--- config.mk ---
export PLATFORM = sky130hd
export DESIGN_NAME = pifo_rank_queue
export DESIGN_NICKNAME = d
export VERILOG_FILES = /design/src/rtl/pifo_pkg.sv /design/src/rtl/pifo_key_cmp.sv /design/src/rtl/pifo_rank_queue.sv
export SDC_FILE = /design/constraint.sdc
export NUM_CORES = 2
export LEC_CHECK = 0
export BUFFER_PORTS_ARGS = -buffer_cell sky130_fd_sc_hd__buf_2
export CAP_MARGIN = 5
export CORE_UTILIZATION = 35
export CTS_BUF_LIST = sky130_fd_sc_hd__clkbuf_16
export DETAILED_ROUTE_END_ITERATION = 10
export PLACE_DENSITY = 0.54
export REMOVE_ABC_BUFFERS = 1
export SETUP_SLACK_MARGIN = 0.15
export SLEW_MARGIN = 15
export SYNTH_ARGS = -nofsm -noshare
export SYNTH_HDL_FRONTEND = slang
export SYNTH_SLANG_ARGS = --single-unit
--- constraint.sdc ---
create_clock -name clk_dp -period 11.6 [get_ports clk_dp]
set_input_delay 2.32 -clock clk_dp [delete_from_list [all_inputs] [get_ports clk_dp]]
set_output_delay 2.32 -clock clk_dp [all_outputs]
set_load 0.02 [all_outputs]
--- src/rtl/pifo_pkg.sv ---
// Shared definitions for the PIFO rank queue: tuple field layout, stored
// entry type and the sort-key builder.
package pifo_pkg;

    localparam int OVF_LSB   = 28;
    localparam int ROUND_LSB = 17;
    localparam int CLASS_LSB = 12;
    localparam int META_W    = 12;

    localparam int OVF_W   = 2;
    localparam int ROUND_W = 11;
    localparam int CLASS_W = 5;
    localparam int RANK_W  = 19;
    localparam int KEY_W   = OVF_W + ROUND_W + CLASS_W;

    typedef struct packed {
        logic              valid;
        logic [RANK_W-1:0] rank;
        logic [META_W-1:0] meta;
    } pifo_entry_t;

    // Epoch is passed in already rebased so the key stays a plain unsigned compare.
    function automatic logic [KEY_W-1:0] pifo_key(
        input logic [OVF_W-1:0]   epoch,
        input logic [ROUND_W-1:0] round,
        input logic [CLASS_W-1:0] cls
    );
        return {epoch, round, cls};
    endfunction

endpackage

--- src/rtl/pifo_key_cmp.sv ---
// One insert comparator: le=1 when a valid stored entry sorts at or before the
// incoming tuple. PIFO_EPOCH_WRAP_EN selects epoch rebasing against base.
module pifo_key_cmp
    import pifo_pkg::*;
(
    input  pifo_entry_t       entry,
    input  pifo_entry_t       new_entry,
    input  logic [OVF_W-1:0]  base,
    output logic              le
);
    logic [31:0]        e_w;
    logic [31:0]        n_w;
    logic [OVF_W-1:0]   e_ep;
    logic [OVF_W-1:0]   n_ep;
    logic [KEY_W-1:0]   e_key;
    logic [KEY_W-1:0]   n_key;
    logic               unused_bits;

    assign e_w = entry;
    assign n_w = new_entry;

`ifdef PIFO_EPOCH_WRAP_EN
    assign e_ep = e_w[OVF_LSB +: OVF_W] - base;
    assign n_ep = n_w[OVF_LSB +: OVF_W] - base;
`else
    logic unused_base;
    assign unused_base = ^base;
    assign e_ep = e_w[OVF_LSB +: OVF_W];
    assign n_ep = n_w[OVF_LSB +: OVF_W];
`endif

    assign e_key = pifo_key(e_ep, e_w[ROUND_LSB +: ROUND_W], e_w[CLASS_LSB +: CLASS_W]);
    assign n_key = pifo_key(n_ep, n_w[ROUND_LSB +: ROUND_W], n_w[CLASS_LSB +: CLASS_W]);

    // Bit 30 and the meta field never take part in ordering.
    assign unused_bits = ^{e_w[30], e_w[META_W-1:0], n_w[31:30], n_w[META_W-1:0]};

    assign le = entry.valid && (e_key <= n_key);

endmodule

--- src/rtl/pifo_rank_queue.sv ---
// Sorted shift-register PIFO: pushes insert after all entries with key <= new
// key, pops remove index 0. Build option: PIFO_EPOCH_WRAP_EN (see pifo_key_cmp).
module pifo_rank_queue
    import pifo_pkg::*;
#(
    parameter int DEPTH = 16,
    parameter int CNT_W = 16
) (
    input  logic                   clk_dp,
    input  logic                   rst_n,
    input  logic                   tuple_in_pifo_VALID,
    input  logic [31:0]            tuple_in_pifo_DATA,
    input  logic                   pop_req,
    output logic                   pop_valid,
    output logic [31:0]            pop_data,
    output logic [31:0]            wire_out_last_pkt_info,
    output logic                   full,
    output logic                   empty,
    output logic [$clog2(DEPTH):0] count,
    output logic [CNT_W-1:0]       drop_cnt
);
    localparam int CW = $clog2(DEPTH) + 1;

    pifo_entry_t      entry_q  [DEPTH];
    pifo_entry_t      entry_d  [DEPTH];
    pifo_entry_t      src      [DEPTH];
    pifo_entry_t      src_prev [DEPTH];
    pifo_entry_t      new_entry;
    logic [31:0]      last_q, last_d;
    logic [CW-1:0]    count_q, count_d;
    logic             full_q, full_d;
    logic             empty_q, empty_d;
    logic             pop_valid_q, pop_valid_d;
    logic [CNT_W-1:0] drop_q, drop_d;
    logic [DEPTH-1:0] le, le_sel, therm, therm_prev, load, shift;
    logic             push, pop_fire, push_ok;
    logic [OVF_W-1:0] base;

    assign new_entry = tuple_in_pifo_DATA;
    assign base      = last_q[OVF_LSB +: OVF_W];
    assign push      = tuple_in_pifo_VALID & tuple_in_pifo_DATA[31];
    assign pop_fire  = pop_req & ~empty_q;
    // A simultaneous pop frees the slot the push needs, even when full.
    assign push_ok   = push & (~full_q | pop_fire);

    genvar gi;
    generate
        for (gi = 0; gi < DEPTH; gi++) begin : g_slot
            pifo_key_cmp u_cmp (
                .entry     (entry_q[gi]),
                .new_entry (new_entry),
                .base      (base),
                .le        (le[gi])
            );

            // src/le_sel describe the array after the optional pop compaction.
            if (gi == DEPTH - 1) begin : g_tail
                assign src[gi]    = pop_fire ? pifo_entry_t'('0) : entry_q[gi];
                assign le_sel[gi] = ~pop_fire & le[gi];
            end else begin : g_body
                assign src[gi]    = pop_fire ? entry_q[gi+1] : entry_q[gi];
                assign le_sel[gi] = pop_fire ? le[gi+1] : le[gi];
            end

            if (gi == 0) begin : g_head
                assign src_prev[gi] = pifo_entry_t'('0);
            end else begin : g_prev
                assign src_prev[gi] = src[gi-1];
            end

            assign entry_d[gi] = load[gi]  ? new_entry :
                                 shift[gi] ? src_prev[gi] : src[gi];
        end
    endgenerate

    // Prefix-AND keeps the insert mask a clean thermometer even if entries
    // outside the epoch window leave the comparator results non-monotonic.
    always_comb begin
        logic run;
        therm = '0;
        run   = 1'b1;
        for (int i = 0; i < DEPTH; i++) begin
            run      = run & le_sel[i];
            therm[i] = run;
        end
    end

    assign therm_prev = {therm[DEPTH-2:0], 1'b1};
    assign load       = {DEPTH{push_ok}} & ~therm & therm_prev;
    assign shift      = {DEPTH{push_ok}} & ~therm_prev;

    always_comb begin
        count_d     = count_q + {{(CW-1){1'b0}}, push_ok} - {{(CW-1){1'b0}}, pop_fire};
        full_d      = (count_d == CW'(DEPTH));
        empty_d     = (count_d == '0);
        pop_valid_d = pop_fire;
        last_d      = pop_fire ? entry_q[0] : last_q;
        drop_d      = drop_q;
        if (push && !push_ok && (drop_q != {CNT_W{1'b1}})) begin
            drop_d = drop_q + 1'b1;
        end
    end

    always_ff @(posedge clk_dp or negedge rst_n) begin
        if (!rst_n) begin
            for (int i = 0; i < DEPTH; i++) begin
                entry_q[i] <= '0;
            end
            last_q      <= '0;
            count_q     <= '0;
            full_q      <= 1'b0;
            empty_q     <= 1'b1;
            pop_valid_q <= 1'b0;
            drop_q      <= '0;
        end else begin
            for (int i = 0; i < DEPTH; i++) begin
                entry_q[i] <= entry_d[i];
            end
            last_q      <= last_d;
            count_q     <= count_d;
            full_q      <= full_d;
            empty_q     <= empty_d;
            pop_valid_q <= pop_valid_d;
            drop_q      <= drop_d;
        end
    end

    // The popped tuple and the feedback word are the same register.
    assign pop_valid              = pop_valid_q;
    assign pop_data               = last_q;
    assign wire_out_last_pkt_info = last_q;
    assign full                   = full_q;
    assign empty                  = empty_q;
    assign count                  = count_q;
    assign drop_cnt               = drop_q;

endmodule

==> impl_metrics.env <==
export IMPL_dr_wl_met2_mm=54.2
export IMPL_clkPwrFrac=0.204
export IMPL_irDropWorstVdd_mv=0.121
export IMPL_cp_max_fo=25
export IMPL_final_antenna_net_count=0
export IMPL_period_needed_ps=8000
export IMPL_regArea_mm2=0.0142
export IMPL_hold_ws_ps=480
export IMPL_start_kind="input port"
export IMPL_wire_per_inst_um=24.4
export IMPL_nets=3992
export IMPL_criticalPathCategory="in2reg"
export IMPL_avgViaCountPerCell=6.16
export IMPL_hp_class="reg2reg"
export IMPL_p_comb_frac=0.411
export IMPL_finalWirelength_mm=122
export IMPL_rsz0062_at_grt="no"
export IMPL_grt_ovfl_total=0
export IMPL_h_tree_depth=3
export IMPL_fin_cells=4995
export IMPL_dieHeight_um=318
export IMPL_wl_met1_mm=58.0
export IMPL_yosysWarnings=0
export IMPL_cts_resized=0
export IMPL_cpPeakStageDelay_ps=880
export IMPL_grt_pass1_vias=30292
export IMPL_outcome="completed"
export IMPL_synthSimpleGateAreaFrac=0.128
export IMPL_syn_to_final_growth_pct=10.7
export IMPL_synth_cell_types=81
export IMPL_num_vias=30745
export IMPL_fp_row_count=115
export IMPL_p_int_w=0.00610
export IMPL_synth_edf_count=0
export IMPL_place_ws_ps=3070
export IMPL_finalMaxSlewViolations=0
export IMPL_dr_pass1_iters=6
export IMPL_cts_root_buf="clkbuf_16"
export IMPL_slowest_stage="nand4_1"
export IMPL_endpoint_kind="flop"
export IMPL_power_density_mw_per_mm2=275
export IMPL_dp_cells=4879
export IMPL_cp_num_buf_inv=4
export IMPL_dp_hpwl_mm=83.4
export IMPL_antenna_found_initial=1
export IMPL_diodes=0
export IMPL_min_period_over_period=0.689
export IMPL_cp_startpoint="tuple_in_pifo_DATA[25]"
export IMPL_syn_area_mm2=0.0350
export IMPL_synth_top_family_by_area="compound AO/OA/AOI/OAI gates"
export IMPL_worst_pin_slew_ps=1120
export IMPL_cts_tree="done"
export IMPL_mostFrequentLayoutCell="dfrtp_1"
export IMPL_layout_common_cells="567 x dfrtp_1, 481 x nand2_1, 294 x ha_1"
export IMPL_clkTransAtPathRegs_ps=60
export IMPL_drt_iter0_drc=2966
export IMPL_cp_required_ps=12150
export IMPL_synth_ff_type="dfrtp_1"
export IMPL_place_area_mm2=0.0365
export IMPL_die_area_mm2=0.101
export IMPL_maxCapViolations=0
export IMPL_relSlewSlack=0.237
export IMPL_clock_sinks=568
export IMPL_place_gp_congestion=0.946
export IMPL_synthAdderAreaFrac=0.106
export IMPL_cp_common_cell="buf_4"
export IMPL_synth_compound_area_frac=0.288
export IMPL_finalWorstSetupSlack_ps=3600
export IMPL_p_seq_frac=0.384
export IMPL_io_pins=124
export IMPL_drive_gt1_frac=0.115
export IMPL_syn_inst=3746
export IMPL_hold_viol=0
export IMPL_cp_cell_sequence="buf_2 -> inv_1 -> ha_1 -> a21oi_1 -> o21ai_0 -> a2111oi_0 -> o21a_1 -> nor3_1 -> a2111o_1 -> nor4_2 -> nand4_1 -> buf_4 -> nand3_1 -> buf_4 -> a2bb2oi_1"
export IMPL_ys_seq_area_frac=0.406
export IMPL_start_util=0.354
export IMPL_switching_share=0.428
export IMPL_dieWidth_um=318
export IMPL_syn_avg_cell_area_um2=9.34
export IMPL_clock_latency_ps=650
export IMPL_clock_path_buffers=3
export IMPL_fin_area_mm2=0.0387
export IMPL_muxShareOfSynthArea=0.00944
export IMPL_setup_violations=0
export IMPL_multi_input_area_mm2=0.0190
export IMPL_max_freq_mhz=125
export IMPL_holdBufCountCts=0
export IMPL_p_leak_nw=16.3
export IMPL_hold_start="drop_cnt[11]"
export IMPL_ys_async_sr_fraction=1.00
export IMPL_io_buffers=123
export IMPL_grt_pass1_wl_mm=189
export IMPL_synthXorXnorAreaFrac=0.00526
export IMPL_postCtsSetupRepairBufs=0
export IMPL_route_detailed_drc=0
export IMPL_p_sw_w=0.00456
export IMPL_route_met3_wl_mm=7.13
export IMPL_arrival_ps=8550
export IMPL_ys_ff_latch=568
export IMPL_fillers=9724
export IMPL_core_mm2=0.0987
export IMPL_numCtsBuffers=67
export IMPL_skew_ps=28.8
export IMPL_grt_total_usage=0.236
export IMPL_top_layer="met5"
export IMPL_r2r_start="empty"
export IMPL_cp_top_family="compound AO/OA/AOI/OAI gates"
export IMPL_grt_max_degree=159
## worst paths after layout
path                                 to  slack [ps]  cells past startpoint
min                        drop_cnt[11]         480                      1
max reg2reg                 entry_q[91]        5800                     13
max in group asynchronous  entry_q[230]        7520                      3
max                         entry_q[91]        3600                     15
min reg2reg                drop_cnt[11]         480                      1
min in group asynchronous   drop_cnt[9]        1740                      1
## state kept, by name (all words and copies together) (netlist names)
register and cells:
drop_cnt 16, entry_q 512, pop_data 32, empty 1, count 5, pop_valid 1, full 1
## power groups by stage
stage          clock network, W  registers (W)  logic [W]
3_5_place_dp                  0        0.00411    0.00432
2_1_floorplan                 0        0.00377    0.00296
3_3_place_gp                  0        0.00412    0.00425
6_report                0.00218        0.00409    0.00438
5_1_grt                 0.00229        0.00421    0.00486
4_1_cts                 0.00222        0.00409    0.00433
## routing by layer
| layer | vias up | global-route usage |
|---|---|---|
| li1 | 14034 | - |
| met1 | 15512 | 0.349 |
| met2 | 1016 | 0.360 |
| met3 | 181 | 0.0308 |
| met4 | 2 | 0.0654 |
| met5 | - | 0 |
## synth_stat cells, drive strengths merged (12+ instances only)
library cell / instances / area share
dfrtp: 567 / 0.41
nand2: 485 / 0.052
ha: 294 / 0.11
clkbuf: 273 / 0.029
nor2: 259 / 0.028
o22ai: 164 / 0.029
o21ai: 163 / 0.023
o31ai: 158 / 0.034
a21oi: 126 / 0.018
inv: 126 / 0.014
o221ai: 97 / 0.024
o221a: 95 / 0.031
o22a: 95 / 0.024
buf: 79 / 0.014
a22o: 67 / 0.017
a2bb2oi: 63 / 0.016
nand4: 51 / 0.0091
nor3: 50 / 0.0073
a31oi: 41 / 0.0073
a21o: 38 / 0.0082
or3: 38 / 0.0068
a221o: 35 / 0.010
mux2i: 33 / 0.0094
a22oi: 32 / 0.0069
nand3: 32 / 0.0049
a41o: 31 / 0.0089
o2bb2ai: 31 / 0.0078
o211ai: 23 / 0.0049
nor2b: 20 / 0.0036
nand2b: 17 / 0.0030
xnor2: 17 / 0.0043
a211oi: 16 / 0.0034
o21a: 16 / 0.0034
and4: 15 / 0.0038
and3: 12 / 0.0021
## stage by stage
stage / TNS [ps] / power [W] / utilization
finish: 0 / 0.0107 / 0.392
global route: 0 / 0.0114 / 0.392
CTS: 0 / 0.0106 / 0.392
detailed placement: 0 / 0.00843 / 0.370
global placement: 0 / 0.00837 / 0.370
floorplan: -57480 / 0.00673 / -
## area by class of cell
| class | count | share of cell area |
|---|---|---|
| clock inverters | 46 | 0.0112 |
| repair buffers | 198 | 0.0313 |
| inverters | 126 | 0.0122 |
| well taps | 1287 | 0.0416 |
| clock buffers | 70 | 0.0452 |
| flip-flops and latches | 568 | 0.367 |
| multi-input cells | 2700 | 0.491 |
## logic make-up after synthesis
| logic type | count (synthesis) |
|---|---|
| DFF | 568 |
| buffers and inverters | 478 |
| AOI/OAI and AO/OA | 1336 |
| xor gates and xnor gates | 21 |
| and+or+nand+nor | 1013 |
| muxes | 33 |
| adders and majority gates | 297 |
## worst reg2reg max path, stage by stage (launching register included)
cell	delay (ps)
dfstp_2	530
nand2b_4	280
buf_4	660
and2_1	350
nand2_1	60
or3_1	330
o21a_1	150
maj3_2	420
nor4_2	570
nand4_1	880
buf_4	540
nand3_1	310
buf_4	420
a2bb2oi_1	230
No activity file was read; power rests on OpenSTA's default activity.
